## src/rtl/hmnoc_pkg.sv

```systemverilog
`default_nettype none
// ============================================================================
// Module  : hmnoc_pkg
// Brief   : Shared router state encoding and mesh port-index constants.
// Revision: 1.0
// ============================================================================
package hmnoc_pkg;

    typedef enum logic [1:0] {
        IDLE  = 2'd0,
        ROUTE = 2'd1,
        DRAIN = 2'd2
    } state_t;

    localparam int LOCAL = 0;
    localparam int NORTH = 1;
    localparam int SOUTH = 2;
    localparam int EAST  = 3;
    localparam int WEST  = 4;

endpackage
`default_nettype wire

```

## src/rtl/hmnoc_sync_fifo.sv

```systemverilog
`default_nettype none
// ============================================================================
// Module  : hmnoc_sync_fifo
// Brief   : Registered synchronous FIFO, no fall-through; push refused at full.
// Revision: 1.0
// ============================================================================
module hmnoc_sync_fifo #(
    parameter  int WIDTH = 16,
    parameter  int DEPTH = 4,
    localparam int AW    = $clog2(DEPTH)
) (
    input  logic             clk,
    input  logic             reset,
    input  logic             i_push,
    input  logic [WIDTH-1:0] i_data,
    input  logic             i_pop,
    output logic [WIDTH-1:0] o_data,
    output logic             o_empty,
    output logic             o_full
);

    logic [WIDTH-1:0] r_mem [DEPTH];
    logic [AW-1:0]    r_wr_ptr;
    logic [AW-1:0]    r_rd_ptr;
    logic [AW:0]      r_count;
    logic             w_push_ok;
    logic             w_pop_ok;

    assign o_empty   = (r_count == '0);
    assign o_full    = (r_count == (AW+1)'(DEPTH));
    assign w_push_ok = i_push && !o_full;
    assign w_pop_ok  = i_pop && !o_empty;
    assign o_data    = r_mem[r_rd_ptr];

    always_ff @(posedge clk) begin
        if (w_push_ok) begin
            r_mem[r_wr_ptr] <= i_data;
        end
    end

    // DEPTH is a power of two, so pointers wrap by plain overflow.
    always_ff @(posedge clk or posedge reset) begin
        if (reset) begin
            r_wr_ptr <= '0;
            r_rd_ptr <= '0;
            r_count  <= '0;
        end else begin
            if (w_push_ok) begin
                r_wr_ptr <= r_wr_ptr + AW'(1);
            end
            if (w_pop_ok) begin
                r_rd_ptr <= r_rd_ptr + AW'(1);
            end
            case ({w_push_ok, w_pop_ok})
                2'b10:   r_count <= r_count + (AW+1)'(1);
                2'b01:   r_count <= r_count - (AW+1)'(1);
                default: r_count <= r_count;
            endcase
        end
    end

endmodule
`default_nettype wire

```

## src/rtl/hmnoc_mcast_router.sv

```systemverilog
`default_nettype none
// ============================================================================
// Module  : hmnoc_mcast_router
// Brief   : Single-source multicast router; FIFO head delivered once to each
//           masked destination, popped when all have accepted.
// Revision: 1.0
// ============================================================================
module hmnoc_mcast_router
    import hmnoc_pkg::*;
#(
    parameter  int DATA_BITWIDTH = 16,
    parameter  int LANES         = 1,
    parameter  int NUM_PORTS     = 5,
    parameter  int FIFO_DEPTH    = 4,
    localparam int FW            = DATA_BITWIDTH * LANES,
    localparam int SW            = $clog2(NUM_PORTS)
) (
    input  logic                    clk,
    input  logic                    reset,
    input  logic                    cfg_valid,
    output logic                    cfg_ready,
    input  logic [SW-1:0]           cfg_src,
    input  logic [NUM_PORTS-1:0]    cfg_dst_mask,
    output logic                    cfg_err,
    input  logic [NUM_PORTS-1:0]    in_valid,
    input  logic [NUM_PORTS*FW-1:0] in_data,
    output logic [NUM_PORTS-1:0]    in_ready,
    output logic [NUM_PORTS-1:0]    out_valid,
    output logic [NUM_PORTS*FW-1:0] out_data,
    input  logic [NUM_PORTS-1:0]    out_ready,
    output logic                    busy,
    output logic [15:0]             flit_count
);

    localparam logic [SW:0] c_num_ports = (SW+1)'(NUM_PORTS);

    state_t               r_state;
    state_t               w_state_nxt;
    logic                 w_apply_pend;
    logic [SW-1:0]        r_src;
    logic [SW-1:0]        r_pend_src;
    logic [NUM_PORTS-1:0] r_mask;
    logic [NUM_PORTS-1:0] r_pend_mask;
    logic [NUM_PORTS-1:0] r_served;
    logic                 r_cfg_err;
    logic [15:0]          r_flit_count;

    logic                 w_cfg_acc;
    logic                 w_cfg_bad;
    logic                 w_cfg_ok;
    logic                 w_src_in_mask;
    logic                 w_src_oob;
    logic                 w_push;
    logic                 w_pop;
    logic                 w_empty;
    logic                 w_full;
    logic [FW-1:0]        w_push_data;
    logic [FW-1:0]        w_head;
    logic [FW-1:0]        w_head_gated;
    logic [NUM_PORTS-1:0] w_done;
    logic [NUM_PORTS-1:0] w_deliver;

    assign cfg_ready  = (r_state != DRAIN);
    assign cfg_err    = r_cfg_err;
    assign busy       = (r_state != IDLE);
    assign flit_count = r_flit_count;

    assign w_src_oob = ({1'b0, cfg_src} >= c_num_ports);
    assign w_cfg_acc = cfg_valid && cfg_ready;
    assign w_cfg_bad = (cfg_dst_mask == '0) || w_src_oob || w_src_in_mask;
    assign w_cfg_ok  = w_cfg_acc && !w_cfg_bad;

    // Loop-based select keeps out-of-range cfg_src from indexing past the mask.
    always_comb begin
        w_src_in_mask = 1'b0;
        w_push_data   = '0;
        in_ready      = '0;
        for (int p = 0; p < NUM_PORTS; p++) begin
            if (cfg_src == SW'(p)) begin
                w_src_in_mask = cfg_dst_mask[p];
            end
            if (r_src == SW'(p)) begin
                w_push_data = in_data[p*FW +: FW];
                in_ready[p] = (r_state == ROUTE) && !w_full;
            end
        end
    end

    assign w_push = |(in_valid & in_ready);

    always_comb begin
        w_state_nxt  = r_state;
        w_apply_pend = 1'b0;
        case (r_state)
            IDLE: begin
                if (w_cfg_ok) begin
                    w_state_nxt = ROUTE;
                end
            end
            ROUTE: begin
                if (w_cfg_ok) begin
                    w_state_nxt = DRAIN;
                end
            end
            DRAIN: begin
                if (w_empty) begin
                    w_state_nxt  = ROUTE;
                    w_apply_pend = 1'b1;
                end
            end
            default: w_state_nxt = IDLE;
        endcase
    end

    always_ff @(posedge clk or posedge reset) begin
        if (reset) begin
            r_state <= IDLE;
        end else begin
            r_state <= w_state_nxt;
        end
    end

    always_ff @(posedge clk or posedge reset) begin
        if (reset) begin
            r_src       <= '0;
            r_mask      <= '0;
            r_pend_src  <= '0;
            r_pend_mask <= '0;
            r_cfg_err   <= 1'b0;
        end else begin
            r_cfg_err <= w_cfg_acc && w_cfg_bad;
            if (r_state == IDLE && w_cfg_ok) begin
                r_src  <= cfg_src;
                r_mask <= cfg_dst_mask;
            end else if (r_state == ROUTE && w_cfg_ok) begin
                r_pend_src  <= cfg_src;
                r_pend_mask <= cfg_dst_mask;
            end else if (w_apply_pend) begin
                r_src  <= r_pend_src;
                r_mask <= r_pend_mask;
            end
        end
    end

    hmnoc_sync_fifo #(
        .WIDTH (FW),
        .DEPTH (FIFO_DEPTH)
    ) u_fifo (
        .clk     (clk),
        .reset   (reset),
        .i_push  (w_push),
        .i_data  (w_push_data),
        .i_pop   (w_pop),
        .o_data  (w_head),
        .o_empty (w_empty),
        .o_full  (w_full)
    );

    // A destination is finished with the head once served or accepting now.
    assign out_valid    = w_empty ? '0 : (r_mask & ~r_served);
    assign w_deliver    = out_valid & out_ready;
    assign w_done       = ~r_mask | r_served | out_ready;
    assign w_pop        = !w_empty && (&w_done);
    assign w_head_gated = w_empty ? '0 : w_head;
    assign out_data     = {NUM_PORTS{w_head_gated}};

    always_ff @(posedge clk or posedge reset) begin
        if (reset) begin
            r_served     <= '0;
            r_flit_count <= '0;
        end else begin
            if (w_pop) begin
                r_served     <= '0;
                r_flit_count <= r_flit_count + 16'd1;
            end else begin
                r_served <= r_served | w_deliver;
            end
        end
    end

endmodule
`default_nettype wire

```

## config.mk

```make
export PLATFORM = sky130hd
export DESIGN_NAME = hmnoc_mcast_router
export DESIGN_NICKNAME = d
export VERILOG_FILES = /design/src/rtl/hmnoc_pkg.sv /design/src/rtl/hmnoc_sync_fifo.sv /design/src/rtl/hmnoc_mcast_router.sv
export SDC_FILE = /design/constraint.sdc
export NUM_CORES = 1
export LEC_CHECK = 0
export ABC_AREA = 1
export CORE_AREA = 2 2 120 122
export DETAILED_ROUTE_END_ITERATION = 16
export DIE_AREA = 0 0 122 124
export PLACE_DENSITY = 0.81
export SYNTH_ARGS = -nofsm -noshare
export SYNTH_HDL_FRONTEND = slang
export SYNTH_HIERARCHICAL = 1
export SYNTH_SLANG_ARGS = --single-unit
export TNS_END_PERCENT = 50
```

## constraint.sdc

```tcl
create_clock -name clk -period 3.3 [get_ports clk]
set_input_delay 0.66 -clock clk [delete_from_list [all_inputs] [get_ports clk]]
set_output_delay 0.66 -clock clk [all_outputs]
set_load 0.005 [all_outputs]
```

======== After elaboration in Yosys (flattened, before gate mapping) ========
Memory sizes are Yosys's and may differ from the RTL's.
Index checks and enable logic that the tools add are counted.
word-level totals
  memories ................................ 1
  bits of input ports ..................... 101
  flip-flop bits (word level) ............. 47
  bits in writable memories ............... 64
  logic and storage cells ................. 105
memories
  memory        depth  width  rd ports  clocked after Yosys merged registers in  write ports  line                   source
  u_fifo.r_mem  4      16     1         0                                        1            hmnoc_sync_fifo.sv:22  logic [WIDTH-1:0] r_mem [DEPTH];
cells by class
  magnitude comparators ................... 1
  mux-type cells .......................... 33
  bitwise gates (word level) .............. 9
  equal/unequal tests ..................... 18
  $add $sub $neg .......................... 5
  reductions and logical operators ........ 27
operators by type and width
  operator               number
  $mux 16                6
  $mux 5                 5
  $add 16x1->16 const B  1
  $and 5x5->5            3
  $or 5x5->5             3
  $mux 1                 14
  $eq 3x2->1 const B     4
  $not 5->5              2
  $eq 3x3->1 const B     3
  $logic_and 1x1->1      9
  $logic_not 3->1        3
  $mux 3                 3
  $ne 2x2->1 const B     4
  $eq 3x1->1 const B     2
  $mux 2                 3
  $pmux 2 s3             1
  $pmux 3 s2             1
  $reduce_bool 2->1      3
  $logic_not 5->1        1
  $reduce_and 5->1       1
  $reduce_or 5->1        1
  $add 2x1->2 const B    2
  $eq 2x1->1 const B     2
  $eq 2x2->1 const B     2
  10 further kinds       14

======== Depth between registers and ports, before layout ========
Gate-level depths: netlist of run 1.
  word-level depth ........................ 12
  depth in mapped cells ................... 19
  gate-level depth less buffers ........... 19

======== Cells and area by module ========
Netlist of run 1, hierarchy kept.
by module, submodules not included
  module              instances  cells an instance  seq. area each (um^2)  area an instance (um^2)
  hmnoc_mcast_router  1          513                1001.0                 3350.7
  hmnoc_sync_fifo     1          249                2097.0                 3041.7

======== Worst setup path before layout of run 1 ========
No wires, ideal clock.
  kind .................................... flip-flop to flip-flop
  from .................................... register r_state[1]
  to ...................................... memory u_fifo.r_mem[0][0], enable pin
  slack ................................... 0.803 ns
  clock period less this slack ............ 2.497 ns
  arrival time ............................ 2.108 ns
  cell stages (with the launch flop) ...... 11
  cell sequence ........................... dfrtp_1 > or2_2 > nor2_1 > inv_1 > nor2_2 > nand2_1 > nand2_1 > inv_1 > nand4_1 > nand2_1 > nor2_1
on the way
  longest elaborated chain between the ends .. 8
  elaborated cells on any way between the ends .. 12
  classes of those cells .................. 1 x eq/ne; 7 x mux; 1 x bitwise; 3 x reduce/logical
RTL lines
  element                       line                       source
  from (decl)                   hmnoc_mcast_router.sv:37   state_t r_state;
  from (signal assigned)        hmnoc_mcast_router.sv:119  r_state <= w_state_nxt;
  $eq 2x1->1                    hmnoc_mcast_router.sv:84   in_ready[p] = (r_state == ROUTE) && !w_full;
  $logic_and 1x1->1             hmnoc_mcast_router.sv:84
  $mux 1                        hmnoc_mcast_router.sv:82   if (r_src == SW'(p)) begin
  via in_ready[0]               hmnoc_mcast_router.sv:27   output logic [NUM_PORTS-1:0] in_ready,
  $and 5x5->5                   hmnoc_mcast_router.sv:89   assign w_push = |(in_valid & in_ready);
  $reduce_or 5->1               hmnoc_mcast_router.sv:89
  via w_push                    hmnoc_mcast_router.sv:53   logic w_push;
  $logic_and 1x1->1             hmnoc_sync_fifo.sv:31      assign w_push_ok = i_push && !o_full;
  $mux 1                        hmnoc_sync_fifo.sv:36      if (w_push_ok) begin
  $mux 1 (implied by the code)  hmnoc_sync_fifo.sv:37      r_mem[r_wr_ptr] <= i_data;
  to (decl)                     hmnoc_sync_fifo.sv:22
The timed path passes the listed nets, and every way through them passes these cells.

======== Worst setup path in the final report of run 1 ========
  from .................................... register u_fifo.r_count[0]
  to ...................................... output out_data[29]
on the way
  longest elaborated chain between the ends .. 2
RTL lines
  element                 line                       source
  from (decl)             hmnoc_sync_fifo.sv:25      logic [AW:0] r_count;
  from (signal assigned)  hmnoc_sync_fifo.sv:55      2'b10: r_count <= r_count + (AW+1)'(1);
  from (signal assigned)  hmnoc_sync_fifo.sv:56      2'b01: r_count <= r_count - (AW+1)'(1);
  from (signal assigned)  hmnoc_sync_fifo.sv:57      default: r_count <= r_count;
  $logic_not 3->1         hmnoc_sync_fifo.sv:29      assign o_empty = (r_count == '0);
  via w_empty             hmnoc_mcast_router.sv:55   logic w_empty;
  $mux 16                 hmnoc_mcast_router.sv:164  assign w_head_gated = w_empty ? '0 : w_head;
  to (decl)               hmnoc_mcast_router.sv:29   output logic [NUM_PORTS*FW-1:0] out_data,
The timed path passes the listed nets, and every way through them passes these cells.

==> results of run 1 <==
## where the power goes
group          switching, mW  internal [mW]
registers              0.271           2.03
logic                   2.25           2.33
clock network          0.509          0.530
total                   3.03           4.89
## routing by layer
metal | GRT usage (%) | up-vias
met3 | 3.75 | 17
met2 | 37.2 | 213
met1 | 25.5 | 2381
li1 | - | 2679
met5 | 0 | -
met4 | 8.12 | 0
## layout make-up
class                      instances  area, sq um
inverter                         112          422
fill                            1162         5260
clock inverter                     6         63.8
multi-input combinational        452         2230
sequential                       111         3100
clock buffer                       9          225
timing repair buffer             222         2200
tap                              180          225
## worst max path at each step
| stage | startpoint | to | slack (ps) | cells past startpoint |
|---|---|---|---|---|
| floorplan | r_state[1] | u_fifo/r_mem[0][0] | 800 | 10 |
| global placement | out_ready[2] | u_fifo/r_count[2] | 440 | 14 |
| detailed placement | out_ready[4] | u_fifo/r_count[2] | 370 | 14 |
| CTS | u_fifo/r_rd_ptr[1] | out_data[34] | 170 | 6 |
| global route | u_fifo/r_count[2] | out_data[59] | 30 | 6 |
| finish | u_fifo/r_count[0] | out_data[29] | 230 | 6 |
## Yosys cell counts, types with 3 or more instances
master                     count
sky130_fd_sc_hd__a21oi_1      22
sky130_fd_sc_hd__buf_2         6
sky130_fd_sc_hd__buf_4        69
sky130_fd_sc_hd__buf_6         7
sky130_fd_sc_hd__clkbuf_1      5
sky130_fd_sc_hd__dfrtp_1      47
sky130_fd_sc_hd__edfxtp_1     64
sky130_fd_sc_hd__ha_1          6
sky130_fd_sc_hd__inv_1       105
sky130_fd_sc_hd__inv_2         7
sky130_fd_sc_hd__nand2_1     217
sky130_fd_sc_hd__nand3_1      54
sky130_fd_sc_hd__nand4_1      16
sky130_fd_sc_hd__nor2_1       49
sky130_fd_sc_hd__nor3_1       14
sky130_fd_sc_hd__o211ai_1     27
sky130_fd_sc_hd__o211ai_2      5
sky130_fd_sc_hd__o21ai_0      12
sky130_fd_sc_hd__o21ai_2       7
sky130_fd_sc_hd__xnor2_1       3
sky130_fd_sc_hd__xor2_1       10
## kinds of logic (layout without fill, tap and decap cells)
logic type	count (synthesis)	in the layout	synth area share [%]
AND/OR/NAND/NOR	357	357	23.6
buffers and inverters	199	349	16.7
flip-flops	111	111	48.5
AO/OA/AOI/OAI	75	75	8.03
XOR/XNOR	13	13	1.78
adder cells (fa/ha/maj)	7	7	1.49
## flip-flops by register name (all words and copies together), names as in the netlist
signal and flops:
u_fifo/r_count 3, r_src 3, cfg_err 1, r_state 2
r_pend_mask 5, u_fifo/r_mem 64, u_fifo/r_rd_ptr 2, u_fifo/r_wr_ptr 2
r_mask 5, flit_count 16, r_pend_src 3, r_served 5
## critical path, cell delays in order, from the launching register on
cell and delay, ps:
sky130_fd_sc_hd__dfrtp_1 400, sky130_fd_sc_hd__inv_2 70, sky130_fd_sc_hd__nand3_1 190, sky130_fd_sc_hd__inv_1 280, sky130_fd_sc_hd__buf_4 270, sky130_fd_sc_hd__nor2_1 280
sky130_fd_sc_hd__clkdlybuf4s50_1 570
## per-stage QoR
step                      hold WS [ps]  setup WS (ps)  util (%)
after global routing               516           25.7      61.7
after floorplan                    455            803         -
after global placement             471            444      59.6
after detailed placement           478            368      59.6
after CTS                          497            169      61.7
final                              503            230      61.7
==> results.txt, run 1 <==
----------------------------------------------------
[Status]
  Result of the run ... complete, no violations

[Job]
  Number of violations of the max-capacitance limit ... 0

[Global route]
  Global-route wire length before repair ... 24,900 microns
  Number of antenna violations at the first check in global routing ... 0
  Global-route usage over all layers ... 21.0%
  Via count of the first global-routing pass ... 5,135
  Maximum number of pins on one net before global-route repair ... 41
  Total congestion overflow after global routing ... 0

[Die]
  Die boundary height ... 124 microns
  Initial cell density of the core ... 46.6%
  Total I/O pin count ... 210
  Die outline area ... 15,100 sq um
  Std-Cell Core Area ... 13,700 sq um
  Number of cell rows ... 43
  Die extent in x ... 122 microns

[Detailed routing]
  Post-DR vias/cell ... 4.84
  Post-route DRC violation count ... 0
  Met2 wire length ... 7710 microns
  Post-DRT Antenna Nets ... 0
  M1 WL ... 6300 microns
  Detailed-route wire length per cell ... 14.0 microns
  Top routing layer in use ... met4
  Iteration-0 DRC count of the detailed router ... 286
  Number of detailed-route iterations in the first pass ... 5
  Post-Route WL ... 15,300 microns
  Count of vias placed by the detailed router ... 5,290
  Routed length on met3 ... 1060 microns

[Synth]
  Leading area contributor after synthesis ... sky130_fd_sc_hd__edfxtp_1
  Async SR Flop Fraction ... 42.3%
  Count of yosys warnings during synthesis ... 6
  Number of synthesized register bits ... 111
  Number of standard cells after synthesis ... 762
  Cell area after technology mapping ... 6390 sq um
  Largest cells by area after synthesis ... sky130_fd_sc_hd__edfxtp_1, sky130_fd_sc_hd__dfrtp_1, sky130_fd_sc_hd__nand2_1, sky130_fd_sc_hd__buf_4, sky130_fd_sc_hd__inv_1
  Most frequently used flop master after synthesis ... sky130_fd_sc_hd__edfxtp_1
  Average instance area after synthesis ... 8.39 sq um
  Sequential cell area fraction in the yosys report ... 48.5%
  Top-area cell type share of the netlist area ... 30.1%
  Number of enable-type register cells in the synthesized netlist ... 64
  Syn nets ... 870
  Unique cell type count in the Yosys netlist ... 31

[Finish]
  Ratio of cells with drive above 1 in the final layout ... 5.92%
  Net count, final ... 1,016
  Synthesis-to-finish area growth ... 32.4%
  Most frequent standard cell in the layout excluding fill and tap cells ... sky130_fd_sc_hd__nand2_1
  Post-route cell area ... 8460 sq um
  Highest-count cells in the layout ignoring fill and taps ... sky130_fd_sc_hd__nand2_1, sky130_fd_sc_hd__clkdlybuf4s50_1, sky130_fd_sc_hd__inv_1, sky130_fd_sc_hd__edfxtp_1, sky130_fd_sc_hd__nand3_1
  Post-Layout Cell Count ... 1,092
  Antenna Cells ... 0

[STA]
  Final Hold Fails ... 0
  Fin Clk Skew ... 12.8 ps
  Upper clock frequency limit ... 0.326 GHz
  Final setup fails ... 0
  Final worst path period need ... 3070 ps
  Setup repair after global routing missed its margin ... false
  Final worst path period share ... 93.0%
  Worst Tran Pin Value ... 623 ps
  Slew Limit Fails ... 0
  Slew Limit Headroom ... 58.4%
  Setup TNS after final layout ... 0 ps

[Placed design]
  Placed instance area ... 8170 sq um
  Dpl hpwl ... 11,300 microns
  Global placement routability congestion ... 0.909
  Port Buffers ... 209
  Post-placement cell count ... 1,077

[Clock network]
  Clk sinks ... 111
  CTS H-Tree Depth ... 3
  Clock buffer count from CTS ... 9
  Post-CTS Setup Inserts ... 0
  Post-CTS Resized ... 0
  Clock tree from TritonCTS ... built
  Clk Tree Root Cell ... sky130_fd_sc_hd__clkbuf_16
  CTS Hold Bufs ... 0
  Reg clk slew, reported paths ... 80 ps
  Buffer depth of the longest clock path ... 2
  Later-pin clock latency in the skew report ... 350 ps

[Min path]
  Hold Crit Start ... r_pend_mask[4]
  Worst Hold End ... r_pend_mask[4]
  Hold Path Depth ... 2
  Worst hold path class ... flop to flop

[Setup path]
  Critical Path Sink Type ... output pin
  Critical path required time ... 2640 ps
  Signal arrival time at the worst endpoint ... 2410 ps
  Startpoint of the most critical register-to-register path ... u_fifo/r_count[0]
  Peak fanout along the critical path ... 13
  Worst Reg2Reg Path Length in Cells ... 15
  Terminus of the critical flop-to-flop path ... u_fifo/r_count[2]
  Critical path class ... flop to output pin
  Reg2reg setup slack ... 560 ps
  Startpoint type of the worst setup path ... flop

[Power]
  Post-route total power ... 7.92 mW
  Power per standard cell area ... 936 nW/um^2
  Leakage Power ... 3.71 nW
  Worst vdd rail ir drop ... 0.478 mV

----------------------------------------------------
Note: power is estimated with default switching activity, not from simulation.
==> inputs of run 2 (changes only) <==
--- a/config.mk
+++ b/config.mk
@@ -6,10 +6,12 @@
 export NUM_CORES = 1
 export LEC_CHECK = 0
 export ABC_AREA = 1
+export CAP_MARGIN = 20
 export CORE_AREA = 2 2 120 122
 export DETAILED_ROUTE_END_ITERATION = 16
 export DIE_AREA = 0 0 122 124
-export PLACE_DENSITY = 0.81
+export HOLD_SLACK_MARGIN = 0.08
+export PLACE_DENSITY = 0.8
 export SYNTH_ARGS = -nofsm -noshare
 export SYNTH_HDL_FRONTEND = slang
 export SYNTH_HIERARCHICAL = 1
==> run 2 against run 1 <==
  * Design area about the same
  * Count of clock-buffer cells in the layout unchanged
  * Critical endpoint is now out_data[48]
  * Highest routed layer unchanged
  * Sequential cell count unchanged
  * Via count up 0.91%
==> results.txt, run 2 (synthesis results as in run 1) <==
----------------------------------------------------
[Status]
  Result of the run ... complete, no violations

[Power]
  Worst vdd rail ir drop ... 0.504 mV
  Leakage Power ... 3.72 nW
  Power per standard cell area ... 940 nW/um^2
  Post-route total power ... 7.96 mW

[Job]
  Number of violations of the max-capacitance limit ... 0

[STA]
  Upper clock frequency limit ... 0.329 GHz
  Setup TNS after final layout ... 0 ps
  Final Hold Fails ... 0
  Worst Tran Pin Value ... 648 ps
  Final worst path period need ... 3040 ps
  Setup repair after global routing missed its margin ... false
  Slew Limit Headroom ... 56.8%
  Final worst path period share ... 92.2%
  Fin Clk Skew ... 14.4 ps
  Hold_ws ... 489 ps
  Slew Limit Fails ... 0
  Worst path setup slack after routing ... 258 ps
  Final setup fails ... 0

[Clock network]
  Clk Tree Root Cell ... sky130_fd_sc_hd__clkbuf_16
  Later-pin clock latency in the skew report ... 350 ps
  Clk sinks ... 111
  Clock buffer count from CTS ... 9
  Buffer depth of the longest clock path ... 2
  CTS Hold Bufs ... 0
  CTS H-Tree Depth ... 3
  Reg clk slew, reported paths ... 80 ps
  Clock tree from TritonCTS ... built

[Setup path]
  Cell family with the largest share of critical-path delay ... buffers and inverters
  Cell type of the slowest stage on the worst timing path ... sky130_fd_sc_hd__clkdlybuf4s50_1
  Startpoint of the most critical register-to-register path ... u_fifo/r_count[0]
  Cells along the critical path ... inv_2 > nand3_1 > inv_1 > buf_4 > nor2_1 > clkdlybuf4s50_1
  Delay of the slowest cell on the worst path ... 570 ps
  Critical path required time ... 2640 ps
  Startpoint type of the worst setup path ... flop
  Critical Path Sink Type ... output pin
  Terminus of the critical flop-to-flop path ... u_fifo/r_count[2]
  Critical path class ... flop to output pin
  CP Buf/Inv Count ... 4
  Worst Reg2Reg Path Length in Cells ... 15
  Reg2reg setup slack ... 560 ps
  Signal arrival time at the worst endpoint ... 2380 ps
  Peak fanout along the critical path ... 14

[Finish]
  Synthesis-to-finish area growth ... 32.5%
  Post-layout utilization of the core ... 61.7%
  Max reg flops ... 64
  Largest register by flop count ... u_fifo/r_mem
  Net count, final ... 1,016
  Most frequent standard cell in the layout excluding fill and tap cells ... sky130_fd_sc_hd__nand2_1
  Antenna Cells ... 0
  Highest-count cells in the layout ignoring fill and taps ... sky130_fd_sc_hd__nand2_1, sky130_fd_sc_hd__clkdlybuf4s50_1, sky130_fd_sc_hd__inv_1, sky130_fd_sc_hd__edfxtp_1, sky130_fd_sc_hd__nand3_1
  Ratio of cells with drive above 1 in the final layout ... 6.02%

[Global route]
  Total congestion overflow after global routing ... 0
  Global-route wire length before repair ... 25,000 microns
  Number of antenna violations at the first check in global routing ... 0
  Via count of the first global-routing pass ... 5,069
  Global-route usage over all layers ... 21.3%
  Maximum number of pins on one net before global-route repair ... 41

[Die]
  Initial cell density of the core ... 46.6%
  Number of cell rows ... 43
  Total I/O pin count ... 210
  Die boundary height ... 124 microns
  Std-Cell Core Area ... 13,700 sq um
  Die outline area ... 15,100 sq um
  Die extent in x ... 122 microns

[Placed design]
  Global placement routability congestion ... 0.844
  Post-Place Worst Slack ... 387 ps
  Dpl hpwl ... 11,700 microns
  Port Buffers ... 209

[Detailed routing]
  Count of vias placed by the detailed router ... 5,338
  Post-route DRC violation count ... 0
  Post-DRT Antenna Nets ... 0
  Iteration-0 DRC count of the detailed router ... 262
  Post-Route WL ... 15,700 microns
  Detailed-route wire length per cell ... 14.3 microns
  Number of detailed-route iterations in the first pass ... 5
  Post-DR vias/cell ... 4.88

[Min path]
  Hold Path Depth ... 2
  Worst Hold End ... r_pend_mask[0]
  Hold Crit Start ... r_pend_mask[0]
  Worst hold path class ... flop to flop

----------------------------------------------------
run 2: timing repair:
item,CTS,global route
endpoints found under the hold margin,0,0
endpoints found under the setup margin,0,14
setup buffers,0,0
resized for setup,0,2
run 2: metal layers:
metal	global-route usage (%)	part of all wire, %	up-vias
met5	0	0	-
met3	3.11	6.3	19
met4	7.40	1.8	0
met1	27.0	42	2442
met2	37.5	50	188
li1	-	-	2689
run 2: stage by stage:
stage	std cells	cell area, sq um
after floorplan	762	6390
after global placement	1077	8170
after detailed placement	1077	8170
after CTS	1093	8470
after global routing	1093	8470
final	1093	8470
run 2: how the worst max path moves through the flow:
| stage | end | start | depth (start not counted) | slack (ps) |
|---|---|---|---|---|
| 3_3_place_gp | u_fifo/r_count[2] | out_ready[2] | 14 | 450 |
| 3_5_place_dp | u_fifo/r_count[2] | out_ready[2] | 14 | 390 |
| 6_report | out_data[48] | u_fifo/r_count[0] | 6 | 260 |
| 5_1_grt | out_data[32] | u_fifo/r_count[0] | 6 | 70 |
| 2_1_floorplan | u_fifo/r_mem[0][0] | r_state[1] | 10 | 800 |
| 4_1_cts | out_data[12] | u_fifo/r_rd_ptr[0] | 7 | 160 |
run 2: area by class of cell:
cell class              instances  area (sq um)
clock buffers                   9           225
clock inverters                 7          68.8
fillers                      1188          5250
inverters                     112           423
multi-input cells             452          2230
flip-flops and latches        111          3100
well taps                     180           225
repair buffers                222          2200
run 2: worst reg2reg max path: cells and delay by family (launching register included):
kind | cells | cell delay [ps]
and+or+nand+nor | 8 | 1040
buffers and inverters | 5 | 610
adders and majority gates | 2 | 590
DFF | 1 | 390
run 2: power by group:
part           internal (mW)  switching [mW]
registers               2.03           0.236
clock network          0.535           0.527
logic                   2.34            2.29
==> inputs of run 3 (changes only) <==
--- a/config.mk
+++ b/config.mk
@@ -7,13 +7,13 @@
 export LEC_CHECK = 0
 export ABC_AREA = 1
 export CAP_MARGIN = 20
-export CORE_AREA = 2 2 120 122
+export CORE_AREA = 2 2 122 124
+export CTS_BUF_LIST = sky130_fd_sc_hd__clkbuf_16
 export DETAILED_ROUTE_END_ITERATION = 16
-export DIE_AREA = 0 0 122 124
+export DIE_AREA = 0 0 124 126
 export HOLD_SLACK_MARGIN = 0.08
-export PLACE_DENSITY = 0.8
+export PLACE_DENSITY = 0.76
 export SYNTH_ARGS = -nofsm -noshare
 export SYNTH_HDL_FRONTEND = slang
-export SYNTH_HIERARCHICAL = 1
 export SYNTH_SLANG_ARGS = --single-unit
 export TNS_END_PERCENT = 50
==> run 3 against run 2 <==
  * Synthesized cell count is 5.0% lower
  * Via count is 1.9% lower
  * Synthesized area is 1.7% lower
  * Largest cell class unchanged
  * Hold slack worse by 1.3 ps
  * Worst setup slack worse by 33 ps
  * Register-to-register slack better by 200 ps
  * Critical endpoint is now out_data[26]
  * Sequential power hardly changed
==> results.txt, run 3 <==
----------------------------------------------------
[Status]
  Result of the run ... complete, no violations

[Synth]
  Top-area cell type share of the netlist area ... 30.6%
  Post-synth top cells ... sky130_fd_sc_hd__nand2_1, sky130_fd_sc_hd__nor2_1, sky130_fd_sc_hd__buf_4, sky130_fd_sc_hd__inv_1, sky130_fd_sc_hd__edfxtp_1
  Number of standard cells after synthesis ... 724
  Async SR Flop Fraction ... 42.3%
  Syn nets ... 832
  Unique cell type count in the Yosys netlist ... 35
  Average instance area after synthesis ... 8.68 sq um
  Largest cells by area after synthesis ... sky130_fd_sc_hd__edfxtp_1, sky130_fd_sc_hd__dfrtp_1, sky130_fd_sc_hd__buf_4, sky130_fd_sc_hd__nand2_1, sky130_fd_sc_hd__nor2_1
  Cell area after technology mapping ... 6280 sq um
  Cell with the most instances after synthesis ... sky130_fd_sc_hd__nand2_1
  Leading area contributor after synthesis ... sky130_fd_sc_hd__edfxtp_1
  Count of yosys warnings during synthesis ... 0
  Sequential cell area fraction in the yosys report ... 49.3%
  Number of synthesized register bits ... 111
  Most frequently used flop master after synthesis ... sky130_fd_sc_hd__edfxtp_1
  Number of enable-type register cells in the synthesized netlist ... 64

[Detailed routing]
  Post-Route WL ... 15,600 microns
  Detailed-route wire length per cell ... 14.7 microns
  Iteration-0 DRC count of the detailed router ... 295
  Count of vias placed by the detailed router ... 5,234
  Post-DRT Antenna Nets ... 0
  Post-DR vias/cell ... 4.96
  Post-route DRC violation count ... 0
  Number of detailed-route iterations in the first pass ... 4

[Clock network]
  Clk sinks ... 111
  CTS Hold Bufs ... 0
  CTS H-Tree Depth ... 3
  Reg clk slew, reported paths ... 80 ps
  Buffer depth of the longest clock path ... 2
  Clk Tree Root Cell ... sky130_fd_sc_hd__clkbuf_16
  Later-pin clock latency in the skew report ... 350 ps
  Clock tree from TritonCTS ... built
  Post-CTS Setup Inserts ... 0
  Clock buffer count from CTS ... 9

[Die]
  Std-Cell Core Area ... 14,300 sq um
  Number of cell rows ... 44
  Die extent in x ... 124 microns
  Die boundary height ... 126 microns
  Initial cell density of the core ... 43.9%
  Total I/O pin count ... 210
  Die outline area ... 15,600 sq um

[Setup path]
  Critical path required time ... 2640 ps
  Critical path class ... flop to output pin
  Terminus of the critical flop-to-flop path ... u_fifo.r_count[1]
  Capture point of the critical path ... out_data[26]
  Signal arrival time at the worst endpoint ... 2420 ps
  Critical Path Sink Type ... output pin
  Startpoint type of the worst setup path ... flop
  Reg2reg setup slack ... 760 ps
  Peak fanout along the critical path ... 25
  Worst Reg2Reg Path Length in Cells ... 9
  Critical path origin ... u_fifo.r_rd_ptr[0]
  Startpoint of the most critical register-to-register path ... r_src[1]

[Finish]
  Net count, final ... 975
  Post-Layout Cell Count ... 1,056
  Post-route cell area ... 8430 sq um
  Antenna Cells ... 0
  Highest-count cells in the layout ignoring fill and taps ... sky130_fd_sc_hd__clkdlybuf4s50_1, sky130_fd_sc_hd__nand2_1, sky130_fd_sc_hd__nor2_1, sky130_fd_sc_hd__inv_1, sky130_fd_sc_hd__edfxtp_1
  Most frequent standard cell in the layout excluding fill and tap cells ... sky130_fd_sc_hd__clkdlybuf4s50_1
  Max reg flops ... 64
  Layout filler cell count ... 1,264
  Post-layout utilization of the core ... 58.9%
  Largest register by flop count ... u_fifo.r_mem
  Synthesis-to-finish area growth ... 34.2%
  Ratio of cells with drive above 1 in the final layout ... 9.63%

[Placed design]
  Post-placement cell count ... 1,040
  Placed instance area ... 8090 sq um
  Port Buffers ... 209
  Global placement routability congestion ... 0.862
  Dpl hpwl ... 11,500 microns

[Global route]
  Via count of the first global-routing pass ... 4,987
  Total congestion overflow after global routing ... 0
  Maximum number of pins on one net before global-route repair ... 31
  Number of antenna violations at the first check in global routing ... 0
  Global-route usage over all layers ... 20.5%
  Global-route wire length before repair ... 24,700 microns

[Min path]
  Hold Path Depth ... 2
  Worst hold path class ... flop to flop

[Job]
  Number of violations of the max-capacitance limit ... 0

[STA]
  Final setup fails ... 0
  Setup TNS after final layout ... 0 ps
  Upper clock frequency limit ... 0.325 GHz
  Slew Limit Fails ... 0
  Worst Tran Pin Value ... 695 ps
  Fin Clk Skew ... 9.46 ps
  Final worst path period share ... 93.2%
  Final Hold Fails ... 0
  Slew Limit Headroom ... 53.6%
  Hold_ws ... 488 ps
  Final worst path period need ... 3080 ps
  Setup repair after global routing missed its margin ... false

[Power]
  Leakage Power ... 3.48 nW
  Worst vdd rail ir drop ... 0.321 mV
  Switching part of the total ... 38.7%
  Net switching component of the power ... 3.08 mW
  Cell Int Power ... 4.88 mW
  Combinational power share ... 57.3%
  Part of the total power dissipated in the clock network ... 13.8%
  Seq pwr share ... 28.9%
  Power per standard cell area ... 945 nW/um^2

----------------------------------------------------
==> run 3: cell types whose count changed after synthesis, sizes merged, moves of 12 or more <==
cell / previous run / this run
nand2: 218 / 117
nor2: 51 / 105
o21ai: 20 / 66
inv: 112 / 78
o211ai: 32 / 0
a21oi: 22 / 35
nand3: 55 / 67
==> run 3: how the worst min path moves through the flow <==
stage | from | end | slack [ps]
floorplan | r_served[3] | r_served[3] | 460
global placement | r_pend_mask[3] | r_pend_mask[3] | 470
detailed placement | r_pend_src[2] | r_pend_src[2] | 470
CTS | r_pend_src[2] | r_pend_src[2] | 490
global route | r_pend_mask[2] | r_pend_mask[2] | 520
finish | r_pend_src[2] | r_pend_src[2] | 490
==> run 3: cell type report <==
| cell class | instances | area, sq um | area share [%] |
|---|---|---|---|
| Tap cell | 184 | 230 | 2.73 |
| Multi-Input combinational cell | 444 | 2290 | 27.1 |
| Inverter | 78 | 295 | 3.50 |
| Clock inverter | 7 | 83.8 | 0.994 |
| Clock buffer | 9 | 225 | 2.67 |
| Sequential cell | 111 | 3100 | 36.8 |
| Timing Repair Buffer | 223 | 2210 | 26.2 |
==> run 3: stage by stage <==
stage	power (mW)	worst slack [ps]
after floorplan	5.20	949
after global placement	6.76	456
after detailed placement	6.89	402
after CTS	7.99	22.2
after global routing	8.62	105
final	7.97	225
==> run 3: routing by layer <==
metal | global-route usage, % | share of wire, % | wire length, microns | vias to the layer above
met1 | 26.9 | 42 | 6560 | 2436
met3 | 4.44 | 6.1 | 957 | 16
li1 | - | - | - | 2607
met5 | 0 | 0 | 0 | -
met2 | 34.0 | 50 | 7810 | 175
met4 | 6.15 | 1.5 | 241 | 0
==> run 3: critical path: stages (launching register included) <==
cell                              delay, ps
sky130_fd_sc_hd__dfrtp_2                520
sky130_fd_sc_hd__buf_12                 200
sky130_fd_sc_hd__inv_2                   50
sky130_fd_sc_hd__buf_4                  230
sky130_fd_sc_hd__o21ai_0                120
sky130_fd_sc_hd__a21oi_1                320
sky130_fd_sc_hd__clkdlybuf4s50_1        600
==> run 3: power groups by stage <==
stage               registers [mW]  logic (mW)  clock network, mW
floorplan                     2.19        3.01                  0
global placement              2.32        4.45                  0
detailed placement            2.33        4.56                  0
CTS                           2.30        4.57               1.12
global route                  2.34        5.10               1.18
finish                        2.30        4.57               1.10
==> run 3: logic make-up (layout without fill, tap and decap cells) <==
family / count (synthesis) / count (layout) / share of synthesized area [%]
buffers and inverters: 169 / 317 / 14.8
XOR/XNOR: 14 / 14 / 1.95
adder cells (fa/ha/maj): 7 / 7 / 1.51
AO/OA/AOI/OAI: 101 / 101 / 8.71
AND/OR/NAND/NOR: 322 / 322 / 23.7
flip-flops: 111 / 111 / 49.3
==> run 3: what timing repair did <==
action                                  in CTS  in global routing
hold endpoints to repair                     0                  0
resized for setup                            0                 10
endpoints found under the setup margin       0                 50
